===== src/rtl/seq_pkg.sv =====
// seq_pkg: shared definitions for the step sequencer slice.
//   - seq_state_t : FSM state encoding (3 bits)
//   - PHASE_*     : encoding of the 1-bit register that remembers which
//                   running state a pause interrupted
//   - DEF_*       : default pattern size and tempo for a 50 MHz clock
//                   (4 steps per second, 75 % gate)
// Optional feature macro used by the controller: SEQ_LOOP_EN.
package seq_pkg;

    typedef enum logic [2:0] {
        IDLE     = 3'd0,
        RUN_GATE = 3'd1,
        RUN_REST = 3'd2,
        PAUSED   = 3'd3,
        DONE     = 3'd4
    } seq_state_t;

    localparam logic PHASE_GATE = 1'b0;
    localparam logic PHASE_REST = 1'b1;

    localparam int DEF_NUM_STEPS      = 16;
    localparam int DEF_STEP_W         = 4;
    localparam int DEF_CNT_W          = 24;
    localparam int DEF_TICKS_PER_STEP = 12500000;
    localparam int DEF_GATE_TICKS     = 9375000;

endpackage


===== src/rtl/seq_if.sv =====
// seq_if: control and playback signals of the step sequencer.
//   play        : level, 1 = play, 0 = pause (synchronous to clk)
//   stop_n      : stop button, active-low, already synchronised
//   step        : current step index
//   gate        : note-on gate for the current step
//   step_strobe : one-cycle pulse on the first cycle of each step
//   running     : sequencer is actively playing
//   done        : one-shot pattern has finished
// Modports:
//   master : the side issuing play/stop and observing playback
//   slave  : the sequencer controller itself
interface seq_if #(
    parameter int STEP_W = 4
);

    logic              play;
    logic              stop_n;
    logic [STEP_W-1:0] step;
    logic              gate;
    logic              step_strobe;
    logic              running;
    logic              done;

    modport master (
        output play,
        output stop_n,
        input  step,
        input  gate,
        input  step_strobe,
        input  running,
        input  done
    );

    modport slave (
        input  play,
        input  stop_n,
        output step,
        output gate,
        output step_strobe,
        output running,
        output done
    );

endinterface


===== src/rtl/seq_tick_timer.sv =====
// seq_tick_timer: tempo counter for the step sequencer.
//   clk, reset : clock and asynchronous active-low reset
//   clear      : synchronous clear to 0 (wins over enable)
//   enable     : count up by one this cycle
//   gate_end   : counter is on the last cycle of the gate window
//   step_end   : counter is on the last cycle of the step
// The compare flags are combinational views of the registered counter, so
// the FSM sees them in the same cycle the counter holds that value.
module seq_tick_timer #(
    parameter int CNT_W          = 24,
    parameter int TICKS_PER_STEP = 12500000,
    parameter int GATE_TICKS     = 9375000
) (
    input  logic clk,
    input  logic reset,
    input  logic clear,
    input  logic enable,
    output logic gate_end,
    output logic step_end
);

    localparam logic [CNT_W-1:0] GATE_LAST = CNT_W'(GATE_TICKS - 1);
    localparam logic [CNT_W-1:0] STEP_LAST = CNT_W'(TICKS_PER_STEP - 1);

    logic [CNT_W-1:0] tick;

    // Counter holds its value whenever the FSM neither clears nor enables
    // it, which is how a pause freezes the position inside a step.
    always_ff @(posedge clk or negedge reset) begin
        if (!reset) begin
            tick <= '0;
        end else if (clear) begin
            tick <= '0;
        end else if (enable) begin
            tick <= tick + 1'b1;
        end
    end

    assign gate_end = (tick == GATE_LAST);
    assign step_end = (tick == STEP_LAST);

endmodule


===== src/rtl/seq_controller.sv =====
// seq_controller: step sequencer playback controller.
//   clk   : system clock, rising edge
//   reset : asynchronous, active-low reset
//   bus   : seq_if.slave -- play/stop_n in; step, gate, step_strobe,
//           running, done out (all outputs registered)
// Walks a step index at a fixed tempo, raising the gate for the first
// GATE_TICKS cycles of every step. Pausing freezes the position; resuming
// continues from the same tick. A stop press (falling edge of stop_n)
// returns to IDLE from anywhere.
// Build option SEQ_LOOP_EN: when defined the pattern loops forever;
// otherwise playback ends in DONE after the last step.
module seq_controller
    import seq_pkg::*;
#(
    parameter int NUM_STEPS      = DEF_NUM_STEPS,
    parameter int STEP_W         = DEF_STEP_W,
    parameter int CNT_W          = DEF_CNT_W,
    parameter int TICKS_PER_STEP = DEF_TICKS_PER_STEP,
    parameter int GATE_TICKS     = DEF_GATE_TICKS
) (
    input  logic clk,
    input  logic reset,
    seq_if.slave bus
);

    localparam logic [STEP_W-1:0] LAST_STEP = STEP_W'(NUM_STEPS - 1);

    seq_state_t        state, state_d;
    logic [STEP_W-1:0] step_q, step_d;
    logic              phase_q, phase_d;
    logic              gate_q, gate_d;
    logic              strobe_q, strobe_d;
    logic              running_q, running_d;
    logic              done_q, done_d;
    logic              stop_prev;
    logic              stop_press;
    logic              tmr_clear, tmr_enable;
    logic              gate_end, step_end;

    seq_tick_timer #(
        .CNT_W          (CNT_W),
        .TICKS_PER_STEP (TICKS_PER_STEP),
        .GATE_TICKS     (GATE_TICKS)
    ) u_timer (
        .clk      (clk),
        .reset    (reset),
        .clear    (tmr_clear),
        .enable   (tmr_enable),
        .gate_end (gate_end),
        .step_end (step_end)
    );

    // A press is the first low cycle after a high one, so holding the
    // button down counts only once.
    assign stop_press = stop_prev & ~bus.stop_n;

    // State and registered outputs. stop_prev resets high so a button that
    // is already held when reset releases is not seen as a press.
    always_ff @(posedge clk or negedge reset) begin
        if (!reset) begin
            state     <= IDLE;
            step_q    <= '0;
            phase_q   <= PHASE_GATE;
            gate_q    <= 1'b0;
            strobe_q  <= 1'b0;
            running_q <= 1'b0;
            done_q    <= 1'b0;
            stop_prev <= 1'b1;
        end else begin
            state     <= state_d;
            step_q    <= step_d;
            phase_q   <= phase_d;
            gate_q    <= gate_d;
            strobe_q  <= strobe_d;
            running_q <= running_d;
            done_q    <= done_d;
            stop_prev <= bus.stop_n;
        end
    end

    // Next-state and next-output logic. Outputs default low each cycle and
    // are raised by the state being entered, so the strobe can never last
    // more than one cycle. Pause checks come before tick compares so a pause
    // on a boundary cycle leaves step and tick untouched.
    always_comb begin
        state_d    = state;
        step_d     = step_q;
        phase_d    = phase_q;
        gate_d     = 1'b0;
        strobe_d   = 1'b0;
        running_d  = 1'b0;
        done_d     = 1'b0;
        tmr_clear  = 1'b0;
        tmr_enable = 1'b0;

        case (state)
            IDLE: begin
                if (bus.play) begin
                    state_d   = RUN_GATE;
                    step_d    = '0;
                    tmr_clear = 1'b1;
                    gate_d    = 1'b1;
                    strobe_d  = 1'b1;
                    running_d = 1'b1;
                end
            end

            RUN_GATE: begin
                if (!bus.play) begin
                    state_d = PAUSED;
                    phase_d = PHASE_GATE;
                end else begin
                    running_d  = 1'b1;
                    tmr_enable = 1'b1;
                    if (gate_end) begin
                        state_d = RUN_REST;
                    end else begin
                        gate_d = 1'b1;
                    end
                end
            end

            RUN_REST: begin
                if (!bus.play) begin
                    state_d = PAUSED;
                    phase_d = PHASE_REST;
                end else if (step_end) begin
                    tmr_clear = 1'b1;
                    if (step_q != LAST_STEP) begin
                        state_d   = RUN_GATE;
                        step_d    = step_q + 1'b1;
                        gate_d    = 1'b1;
                        strobe_d  = 1'b1;
                        running_d = 1'b1;
                    end else begin
`ifdef SEQ_LOOP_EN
                        state_d   = RUN_GATE;
                        step_d    = '0;
                        gate_d    = 1'b1;
                        strobe_d  = 1'b1;
                        running_d = 1'b1;
`else
                        state_d = DONE;
                        done_d  = 1'b1;
`endif
                    end
                end else begin
                    running_d  = 1'b1;
                    tmr_enable = 1'b1;
                end
            end

            PAUSED: begin
                if (bus.play) begin
                    state_d   = (phase_q == PHASE_REST) ? RUN_REST : RUN_GATE;
                    gate_d    = (phase_q == PHASE_GATE);
                    running_d = 1'b1;
                end
            end

            DONE: begin
                if (!bus.play) begin
                    state_d = IDLE;
                    step_d  = '0;
                end else begin
                    done_d = 1'b1;
                end
            end

            default: begin
                state_d   = IDLE;
                step_d    = '0;
                tmr_clear = 1'b1;
            end
        endcase

        // Stop overrides everything decided above.
        if (stop_press) begin
            state_d    = IDLE;
            step_d     = '0;
            tmr_clear  = 1'b1;
            tmr_enable = 1'b0;
            gate_d     = 1'b0;
            strobe_d   = 1'b0;
            running_d  = 1'b0;
            done_d     = 1'b0;
        end
    end

    assign bus.step        = step_q;
    assign bus.gate        = gate_q;
    assign bus.step_strobe = strobe_q;
    assign bus.running     = running_q;
    assign bus.done        = done_q;

endmodule


===== src/flat_wrapper.sv =====
// flat-port wrapper written by rule: the top's interface ports become plain ports
module seq_controller_flat import seq_pkg::*;
#(
    parameter int NUM_STEPS      = DEF_NUM_STEPS,
    parameter int STEP_W         = DEF_STEP_W,
    parameter int CNT_W          = DEF_CNT_W,
    parameter int TICKS_PER_STEP = DEF_TICKS_PER_STEP,
    parameter int GATE_TICKS     = DEF_GATE_TICKS
)
  (clk, reset, bus_play, bus_stop_n, bus_step, bus_gate, bus_step_strobe, bus_running, bus_done);
  seq_if #(.STEP_W(STEP_W)) bus_i ();
  input  logic clk;
  input  logic reset;
  input wire logic [$bits(bus_i.play)-1:0] bus_play;
  input wire logic [$bits(bus_i.stop_n)-1:0] bus_stop_n;
  output wire logic [$bits(bus_i.step)-1:0] bus_step;
  output wire logic [$bits(bus_i.gate)-1:0] bus_gate;
  output wire logic [$bits(bus_i.step_strobe)-1:0] bus_step_strobe;
  output wire logic [$bits(bus_i.running)-1:0] bus_running;
  output wire logic [$bits(bus_i.done)-1:0] bus_done;
  assign bus_i.play = bus_play;
  assign bus_i.stop_n = bus_stop_n;
  assign bus_step = bus_i.step;
  assign bus_gate = bus_i.gate;
  assign bus_step_strobe = bus_i.step_strobe;
  assign bus_running = bus_i.running;
  assign bus_done = bus_i.done;
  seq_controller #(.NUM_STEPS(NUM_STEPS), .STEP_W(STEP_W), .CNT_W(CNT_W), .TICKS_PER_STEP(TICKS_PER_STEP), .GATE_TICKS(GATE_TICKS)) u_core (.clk(clk), .reset(reset), .bus(bus_i));
endmodule

===== config.mk =====
export PLATFORM = sky130hd
export DESIGN_NAME = seq_controller_flat
export DESIGN_NICKNAME = d
export VERILOG_FILES = /design/src/rtl/seq_pkg.sv /design/src/rtl/seq_if.sv /design/src/rtl/seq_tick_timer.sv /design/src/rtl/seq_controller.sv /design/src/flat_wrapper.sv
export SDC_FILE = /design/constraint.sdc
export NUM_CORES = 1
export LEC_CHECK = 0
export CAP_MARGIN = 20
export CORE_ASPECT_RATIO = 2
export CORE_MARGIN = 8
export CORE_UTILIZATION = 59
export CTS_CLUSTER_SIZE = 8
export DETAILED_ROUTE_END_ITERATION = 12
export HOLD_SLACK_MARGIN = 0.06
export PLACE_DENSITY = 0.82
export SETUP_SLACK_MARGIN = 0.3
export SYNTH_ARGS = -nofsm -noshare
export SYNTH_HDL_FRONTEND = slang
export SYNTH_SLANG_ARGS = --single-unit

===== constraint.sdc =====
create_clock -name clk -period 2.9 [get_ports clk]
set_input_delay 0.58 -clock clk [delete_from_list [all_inputs] [get_ports clk]]
set_output_delay 0.58 -clock clk [all_outputs]
set_load 0.05 [all_outputs]

==> results.yml <==
detailed_routing:
  drtIter0Drc: 91
  wirelength_um: 5530
  wire_per_inst_um: 18.2
  via_per_inst: 6.77
  vias: 2059
  first_pass_iters: 4
  ant_nets: 0
  post-route-drc-count: 0
sta:
  worst_pin_slew_ns: 0.830
  skew_ns: 0.00618
  grt_setup_unrepaired: "false"
  maxSlewHeadroom_pct: 44.7
  setup_violations: 0
  finalSetupTns_ns: 0
  timing.final.crit_share_pct: 84.2
  finalHoldViolations: 0
  slew_violations: 0
  period_needed_ns: 2.44
  max_freq_mhz: 410
critical_path:
  r2r_slack_ns: 0.46
  timing.rr.end: "u_core.u_timer.tick[9]"
  crit_path_end_kind: "flip-flop"
  cp-start-kind: "flip-flop"
  crit_arrival_ns: 2.62
  r2r-start: "u_core.u_timer.tick[0]"
  r2r_cells: 7
  crit_fanout: 31
  crit_required_ns: 3.08
  critPathKind: "flip-flop to flip-flop"
  crit_start: "u_core.u_timer.tick[0]"
floorplan:
  rows: 31
  die_w_um: 58.7
  ios: 12
  die-area_um2: 5940
  initial_core_util_pct: 60.2
  die_h_um: 101
  core_area_um2: 3570
yosys:
  synth_nets: 249
  synth_ff_type: "dfrtp_1"
  syn_area_per_cell_um2: 8.84
  synth_top_area_share_pct: 42.0
  ys_seq_area_share_pct: 43.2
  syn_area_um2: 2150
  synth.distinct_cells: 50
  synth_cells: 243
  synthTopCellsByArea: "dfrtp_1 42%, a31oi_1 6.1%, nand2_1 4.7%"
  yosys.area.top_type: "dfrtp_1"
  yosys_register_bits: 37
  synth_warnings: 0
  synth-edff-count: 0
  synthArstFlopShare_pct: 100
cells_and_area:
  layoutNonFillerInstCount: 304
  nets: 260
  num_antenna_cells: 0
  area_growth_pct: 11.7
  final_cell_mix: "36 x dfrtp_1, 27 x nand2_1, 21 x a31oi_1"
  fin_util_pct: 67.2
  drive_gt1_share_pct: 8.24
  layout_commonest_cell: "dfrtp_1"
cts:
  hold_buffers: 0
  path_clk_slew_ns: 0.07
  ctsHtreeMaxLevel: 2
  cts_root_buf: "clkbuf_8"
  post-cts-setup-buffers: 0
  cts_sinks: 37
  clockBufferDepth: 2
  cts_made_buffers: 5
  post_cts_resized: 0
  clk_latency_ns: 0.29
  cts_tree: "yes"
placement:
  portBuffers: 11
  gp_congestion: 0.918
  placedCellCount: 296
  post-dp-hpwl_um: 4100
global_route:
  antenna_found_initial: 0
  first_global_vias: 2040
  grt_pass1_wl_um: 9440
  grt_remaining_overflow: 0
  grt_start_max_net_pins: 38
  grtUsageTotal_pct: 20.7
pwr:
  peakVddDrop_mv: 0.373
  p_leak_nw: 1.02
  power-per-cell-area_nw_per_um2: 607
min_path:
  min_path_type: "input port to asynchronous set/reset pin"
outcome:
  status: "complete, no violations"
flow_run:
  max_cap_viol_count: 0
## area by class of cell
cell class | instances | area [um^2]
clock buffer | 6 | 72.6
clock inverter | 2 | 10.0
fill | 315 | 1170
inverter | 4 | 15.0
multi-input combinational | 188 | 1140
sequential | 37 | 927
tap | 49 | 61.3
timing repair buffer | 18 | 170
## cells in the mapped netlist (2+ instances only)
| cell | number |
|---|---|
| ha_1 | 2 |
| a211oi_1 | 3 |
| dfrtp_1 | 36 |
| a41oi_1 | 3 |
| a21oi_1 | 10 |
| o21ai_0 | 15 |
| nand4_1 | 8 |
| nor2_1 | 13 |
| xor2_1 | 3 |
| and2_1 | 2 |
| and3_1 | 8 |
| clkbuf_1 | 9 |
| nand2b_1 | 4 |
| a21o_1 | 3 |
| inv_1 | 4 |
| nor4b_1 | 2 |
| nor2b_1 | 2 |
| nand2_1 | 27 |
| buf_2 | 3 |
| or4_1 | 2 |
| mux2i_1 | 6 |
| a31oi_1 | 21 |
| or3_1 | 5 |
| nor3_1 | 5 |
| a22o_1 | 2 |
| nor4_1 | 5 |
| nand3_1 | 17 |
## cell families after synthesis
logic type / count (synthesis) / share of synthesized area (%)
flip-flops: 37 / 43.2
AO/OA/AOI/OAI: 68 / 20.7
XOR/XNOR: 3 / 1.22
multiplexers: 7 / 3.32
adder cells (fa/ha/maj): 2 / 1.17
buffers and inverters: 18 / 3.67
AND/OR/NAND/NOR: 108 / 26.7
## worst max path at each step
stage                                   endpoint  cells past startpoint
after global routing      u_core.u_timer.tick[9]                      7
after detailed placement  u_core.u_timer.tick[9]                      7
after CTS                 u_core.u_timer.tick[9]                      7
after global placement    u_core.u_timer.tick[5]                      5
after floorplan           u_core.u_timer.tick[3]                      7
final                     u_core.u_timer.tick[9]                      7
## worst max-delay path, cell delays in order (launching register included)
cell and delay (ns):
dfrtp_1 0.42, ha_1 0.24, nand3_1 0.16, or4_4 0.57, o2111a_1 0.35, buf_12 0.20
and3_1 0.17, a211o_1 0.22
## per-layer routing
metal | GRT usage, % | routed length (um)
met2 | 38.7 | 2980
met3 | 3.18 | 229
met4 | 15.6 | 357
met5 | 0 | 0
met1 | 18.8 | 1970
## sequential cells by signal, indices dropped and copies added, names as in the netlist
register	count
u_core.bus.done	1
u_core.bus.gate	1
u_core.bus.running	1
u_core.bus.step	4
u_core.bus.step_strobe	1
u_core.phase_q	1
u_core.state	3
u_core.stop_prev	1
u_core.u_timer.tick	24
## through the flow
stage               power [W]  instance area, um^2  hold WS, ns  setup slack, ns
detailed placement    0.00112                 2310        0.508            0.481
finish                0.00146                 2400        0.387            0.458
floorplan            0.000978                 2150        0.284            0.727
CTS                   0.00146                 2400        0.411            0.474
global route          0.00154                 2400        0.450            0.314
global placement      0.00110                 2310        0.488            0.527
## power by group
| part | switching (W) | total, W | internal [W] | leakage [nW] |
|---|---|---|---|---|
| Sequential | 0.0000820 | 0.000644 | 0.000561 | 0.503 |
| Combinational | 0.000295 | 0.000468 | 0.000173 | 0.473 |
| Clock | 0.000178 | 0.000344 | 0.000166 | 0.0450 |
| Total | 0.000555 | 0.00146 | 0.000901 | 1.02 |
No activity file was read; power rests on OpenSTA's default activity.
